$ cat src/rtl/spi_bridge.sv
// SPI mode-0 slave that turns two-byte command/data frames into single-cycle
// read/write strobes on the PWM register bus, returning read data on MISO.
module spi_bridge (
  input  logic       clk,
  input  logic       rst,
  input  logic       sclk,
  input  logic       cs_n,
  input  logic       mosi,
  output logic       miso,
  output logic       read,
  output logic       write,
  output logic [5:0] addr,
  output logic [7:0] data_write,
  input  logic [7:0] data_read
);

  typedef enum logic [2:0] {
    IDLE     = 3'd0,
    CMD      = 3'd1,
    RD_REQ   = 3'd2,
    RD_CAP   = 3'd3,
    DATA     = 3'd4,
    WR_ISSUE = 3'd5,
    DONE     = 3'd6
  } state_t;

  state_t     state;
  state_t     state_nx;

  logic       sclk_p0, sclk_p1, sclk_p2;
  logic       cs_p0, cs_p1;
  logic       mosi_p0, mosi_p1;
  logic       settle_p0, settle_p1;
  logic       armed;

  logic       rise;
  logic       fall;
  logic       abort;
  logic [4:0] cnt;
  logic [7:0] rx_sr;
  logic [7:0] rx_next;
  logic [7:0] tx_sr;
  logic       rw;
  logic       cmd_done;
  logic       data_done;

  function automatic logic [4:0] sat_inc(input logic [4:0] v);
    return (v >= 5'd16) ? 5'd16 : v + 5'd1;
  endfunction

  // Stage p0/p1: two-flop synchronisers; p2: sclk history for edge detect
  always_ff @(posedge clk) begin
    if (rst) begin
      sclk_p0   <= 1'b0;
      sclk_p1   <= 1'b0;
      sclk_p2   <= 1'b0;
      cs_p0     <= 1'b1;
      cs_p1     <= 1'b1;
      mosi_p0   <= 1'b0;
      mosi_p1   <= 1'b0;
      settle_p0 <= 1'b0;
      settle_p1 <= 1'b0;
    end else begin
      sclk_p0   <= sclk;
      sclk_p1   <= sclk_p0;
      sclk_p2   <= sclk_p1;
      cs_p0     <= cs_n;
      cs_p1     <= cs_p0;
      mosi_p0   <= mosi;
      mosi_p1   <= mosi_p0;
      settle_p0 <= 1'b1;
      settle_p1 <= settle_p0;
    end
  end

  assign rise      = sclk_p1 & ~sclk_p2;
  assign fall      = ~sclk_p1 & sclk_p2;
  assign abort     = cs_p1;
  assign rx_next   = {rx_sr[6:0], mosi_p1};
  assign cmd_done  = rise && (cnt == 5'd7);
  assign data_done = rise && (cnt == 5'd15);

  // A frame may only start after cs_n has been seen high through a flushed
  // synchroniser, so a reset in the middle of a frame never resumes it.
  always_ff @(posedge clk) begin
    if (rst) begin
      armed <= 1'b0;
    end else if (settle_p1 && cs_p1) begin
      armed <= 1'b1;
    end else if (state_nx == CMD && state == IDLE) begin
      armed <= 1'b0;
    end
  end

  always_ff @(posedge clk) begin
    if (rst) begin
      state <= IDLE;
    end else begin
      state <= state_nx;
    end
  end

  always_comb begin
    state_nx = state;
    case (state)
      IDLE:     if (armed && !cs_p1) state_nx = CMD;
      CMD: begin
        if (abort) begin
          state_nx = IDLE;
        end else if (cmd_done) begin
          state_nx = rx_next[7] ? DATA : RD_REQ;
        end
      end
      RD_REQ:   state_nx = abort ? IDLE : RD_CAP;
      RD_CAP:   state_nx = abort ? IDLE : DATA;
      DATA: begin
        if (abort) begin
          state_nx = IDLE;
        end else if (data_done) begin
          state_nx = rw ? WR_ISSUE : DONE;
        end
      end
      WR_ISSUE: state_nx = DONE;
      DONE:     if (cs_p1) state_nx = IDLE;
      default:  state_nx = IDLE;
    endcase
  end

  always_comb begin
    read  = (state == RD_REQ);
    write = (state == WR_ISSUE);
    miso  = 1'b0;
    if (state == RD_CAP) begin
      miso = data_read[7];
    end else if (state == DATA && !rw) begin
      miso = tx_sr[7];
    end
  end

  // Stage p2 -> datapath: bit counter, shift registers and bus-side latches
  always_ff @(posedge clk) begin
    if (rst) begin
      cnt        <= 5'd0;
      rx_sr      <= 8'd0;
      tx_sr      <= 8'd0;
      rw         <= 1'b0;
      addr       <= 6'd0;
      data_write <= 8'd0;
    end else begin
      if (state == IDLE) begin
        cnt <= 5'd0;
      end else if (rise) begin
        cnt <= sat_inc(cnt);
      end

      if ((state == CMD || state == DATA) && rise && cnt < 5'd16) begin
        rx_sr <= rx_next;
      end

      if (state == CMD && !abort && cmd_done) begin
        addr <= rx_next[5:0];
        rw   <= rx_next[7];
      end

      if (state == DATA && !abort && data_done && rw) begin
        data_write <= rx_next;
      end

      // Read data leaves MSB first; bit 7 is already on miso for the 9th rise.
      if (state == IDLE) begin
        tx_sr <= 8'd0;
      end else if (state == RD_CAP) begin
        tx_sr <= data_read;
      end else if (state == DATA && !rw && fall && cnt >= 5'd9) begin
        tx_sr <= {tx_sr[6:0], 1'b0};
      end
    end
  end

endmodule

$ cat config.mk
export PLATFORM = sky130hd
export DESIGN_NAME = spi_bridge
export DESIGN_NICKNAME = d
export VERILOG_FILES = /design/src/rtl/spi_bridge.sv
export SDC_FILE = /design/constraint.sdc
export NUM_CORES = 1
export LEC_CHECK = 0
export CAP_MARGIN = 20
export CORE_MARGIN = 2
export CORE_UTILIZATION = 35
export CTS_CLUSTER_DIAMETER = 40
export CTS_CLUSTER_SIZE = 16
export DETAILED_ROUTE_END_ITERATION = 12
export PLACE_DENSITY = 0.57
export SYNTH_ARGS = -nofsm -noshare
export SYNTH_HDL_FRONTEND = slang
export SYNTH_SLANG_ARGS = --single-unit
$ cat constraint.sdc
create_clock -name clk -period 4.5 [get_ports clk]
set_input_delay 0.9 -clock clk [delete_from_list [all_inputs] [get_ports clk]]
set_output_delay 0.9 -clock clk [all_outputs]
set_load 0.01 [all_outputs]
==> results.sh <==
export IMPL_status="finished clean"
export IMPL_syn_area_um2=2000
export IMPL_synth_top_area_share_pct=48.1
export IMPL_finalPower_mw=0.770
export IMPL_critPathKind="register to output port"
export IMPL_overflow=0
export IMPL_cts_buffers_inserted=5
export IMPL_die_h_um=79.6
export IMPL_first_iter_violations=132
export IMPL_first_pass_iters=4
export IMPL_htreeDepth=2
export IMPL_yosysSeqAreaShare_pct=48.1
export IMPL_antenna_left=0
export IMPL_hold_viol_final=0
export IMPL_ff2ff_setup_slack_ns=2.48
export IMPL_dieArea_um2=6330
export IMPL_grt_max_degree=33
export IMPL_min_path_cells=1
export IMPL_setup_tns_ns=0
export IMPL_synth_top_cell_by_area="dfxtp_1"
export IMPL_hold_path_end="abort"
export IMPL_relSlewSlack_pct=34.4
export IMPL_tightest_slew_ns=0.978
export IMPL_slew_viol_final=0
export IMPL_synth_avg_cell_area_um2=9.52
export IMPL_synthTopCellsByArea="dfxtp_1, mux2i_1, nor2_1, a21oi_1, ha_1"
export IMPL_cp_end_kind="output port"
export IMPL_vias=1543
export IMPL_drt_total_wl_um=3890
export IMPL_fp_coreArea_um2=5510
export IMPL_clk_pin_slew_worst_paths_ns=0.10
export IMPL_die_w_um=79.6
export IMPL_fin_nets=251
export IMPL_port_buffers=29
export IMPL_rsz0062_at_grt="false"
export IMPL_tritoncts="yes"
export IMPL_num_rows=27
export IMPL_gp_congestion=0.740
export IMPL_drive_gt1_share_pct=8.05
export IMPL_synth_distinct_cells=39
export IMPL_p_leak_nw=0.992
export IMPL_path_max_fanout=14
export IMPL_detail_route_wl_per_cell_um=12.6
export IMPL_via_per_inst=5.01
export IMPL_rr_worst_depth=5
export IMPL_ys_flop_type="dfxtp_1"
export IMPL_whs_ns=0.398
export IMPL_place_ws_ns=1.57
export IMPL_fillCellCount=545
export IMPL_post_cts_resized=0
export IMPL_critical_path_max_stage_delay_ns=0.63
export IMPL_layout_commonest_cell="dfxtp_1"
export IMPL_finalSetupViolations=0
export IMPL_antenna_cells=0
export IMPL_synth_edf_count=0
export IMPL_placed_cells=300
export IMPL_crit_slowest_cell="dfxtp_1"
export IMPL_r2r_start="cnt[0]"
export IMPL_post_cts_buffers=0
export IMPL_hp_class="register to register"
export IMPL_clock_skew_ns=0.0156
export IMPL_cts_sinks=48
export IMPL_areaGrowthSynthToFinish_pct=22.9
export IMPL_cap_violations=0
export IMPL_drc_errors=0
export IMPL_critPathLaunchType="register"
export IMPL_fmax_mhz=317
export IMPL_root_buffer="clkbuf_8"
export IMPL_clock_latency_ns=0.30
export IMPL_syn_inst=210
export IMPL_fin_crit_ns=3.15
export IMPL_hp_start="cs_p0"
export IMPL_antenna_found_initial=0
export IMPL_track_usage_pct=13.0
export IMPL_finalWorstSetupSlack_ns=1.35
export IMPL_fin_cells=308
export IMPL_grt_pass1_vias=1447
export IMPL_synth_nets=226
export IMPL_crit_required_ns=3.60
export IMPL_clk_path_buf_depth=2
export IMPL_p_per_area_nw_per_um2=314
export IMPL_timing_rr_end="data_write[4]"
export IMPL_async_reset_ff_share_pct=0
export IMPL_io_pins=30
export IMPL_final_cell_mix="dfxtp_1, nor2_1, clkdlybuf4s50_1"
export IMPL_grt_pass1_wl_um=6620
export IMPL_yosysWarnings=0
export IMPL_peakVddDrop_uv=175
export IMPL_path_cells="nand2_1 -> nor2_1 -> a22o_1 -> clkdlybuf4s50_1"
export IMPL_period_share_pct=70.0
export IMPL_initial_core_util_pct=36.3
export IMPL_ys_seq_elements=48
export IMPL_ctsHoldBuffers=0
export IMPL_crit_arrival_ns=2.25
export IMPL_dpl_hpwl_um=2580
[where the power goes]
| group | internal, mW | switching, mW |
|---|---|---|
| clock | 0.167 | 0.147 |
| sequential | 0.429 | 0.00279 |
| combinational | 0.0141 | 0.0101 |
[Yosys cell counts, types with 4 or more instances]
cell type and n:
a211oi_1 4, nand2_1 5, a21oi_1 14, nor2_1 37, inv_1 5, o211ai_1 4
dfxtp_1 48, o21ai_0 4, nor4_1 4, mux2i_1 22, buf_2 6, nor2b_1 6
clkbuf_1 4, nor3_1 6
[through the flow]
step | util (%) | instance area, um^2
after detailed placement | 42.5 | 2340
after floorplan | - | 2000
final | 44.6 | 2450
after global placement | 42.5 | 2340
after global routing | 44.6 | 2450
after CTS | 44.6 | 2450
[sequential cells by signal (all words and copies together), names as in the netlist, 3 cells and up]
name	flops
addr	6
state	3
rx_sr	7
cnt	5
data_write	8
tx_sr	8
[cells by family after synthesis]
| logic type | synth area share [%] |
|---|---|
| and+or+nand+nor | 22.5 |
| DFF | 48.1 |
| buffers and inverters | 3.57 |
| muxes | 11.0 |
| adders and majority gates | 1.88 |
| AOI/OAI and AO/OA | 12.5 |
| xor gates and xnor gates | 0.438 |
[worst max-delay path by stage]
stage            startpoint    to  slack, ns
2_1_floorplan  data_read[7]  miso       2.48
3_3_place_gp   data_read[7]  miso       1.57
3_5_place_dp   data_read[7]  miso       1.57
4_1_cts            state[0]  miso       1.35
5_1_grt            state[0]  miso       1.17
6_report           state[0]  miso       1.35
[critical path: cells and delay by family, from the launching register on]
| kind | cells | cell delay, ns |
|---|---|---|
| flops | 1 | 0.63 |
| buf+inv | 1 | 0.52 |
| compound gates | 1 | 0.23 |
| simple gates | 2 | 0.58 |
[area by class of cell]
class                           instances  area (um^2)  share of cell area (%)
Sequential cell                        48          961                    39.1
Clock buffer                            5         68.8                    2.80
Multi-Input combinational cell        145          971                    39.6
Inverter                                5         18.8                   0.765
Timing Repair Buffer                   30          298                    12.1
Clock inverter                          3         47.5                    1.94
Tap cell                               72         90.1                    3.67
[routing by layer]
metal,global-route usage (%),share of wire (%),vias to the layer above
met4,4.14,0.69,0
met3,3.17,4.1,2
met2,19.7,42,31
met5,0,0,-
met1,18.1,53,710
li1,-,-,800
No activity file was read; power rests on OpenSTA's default activity.
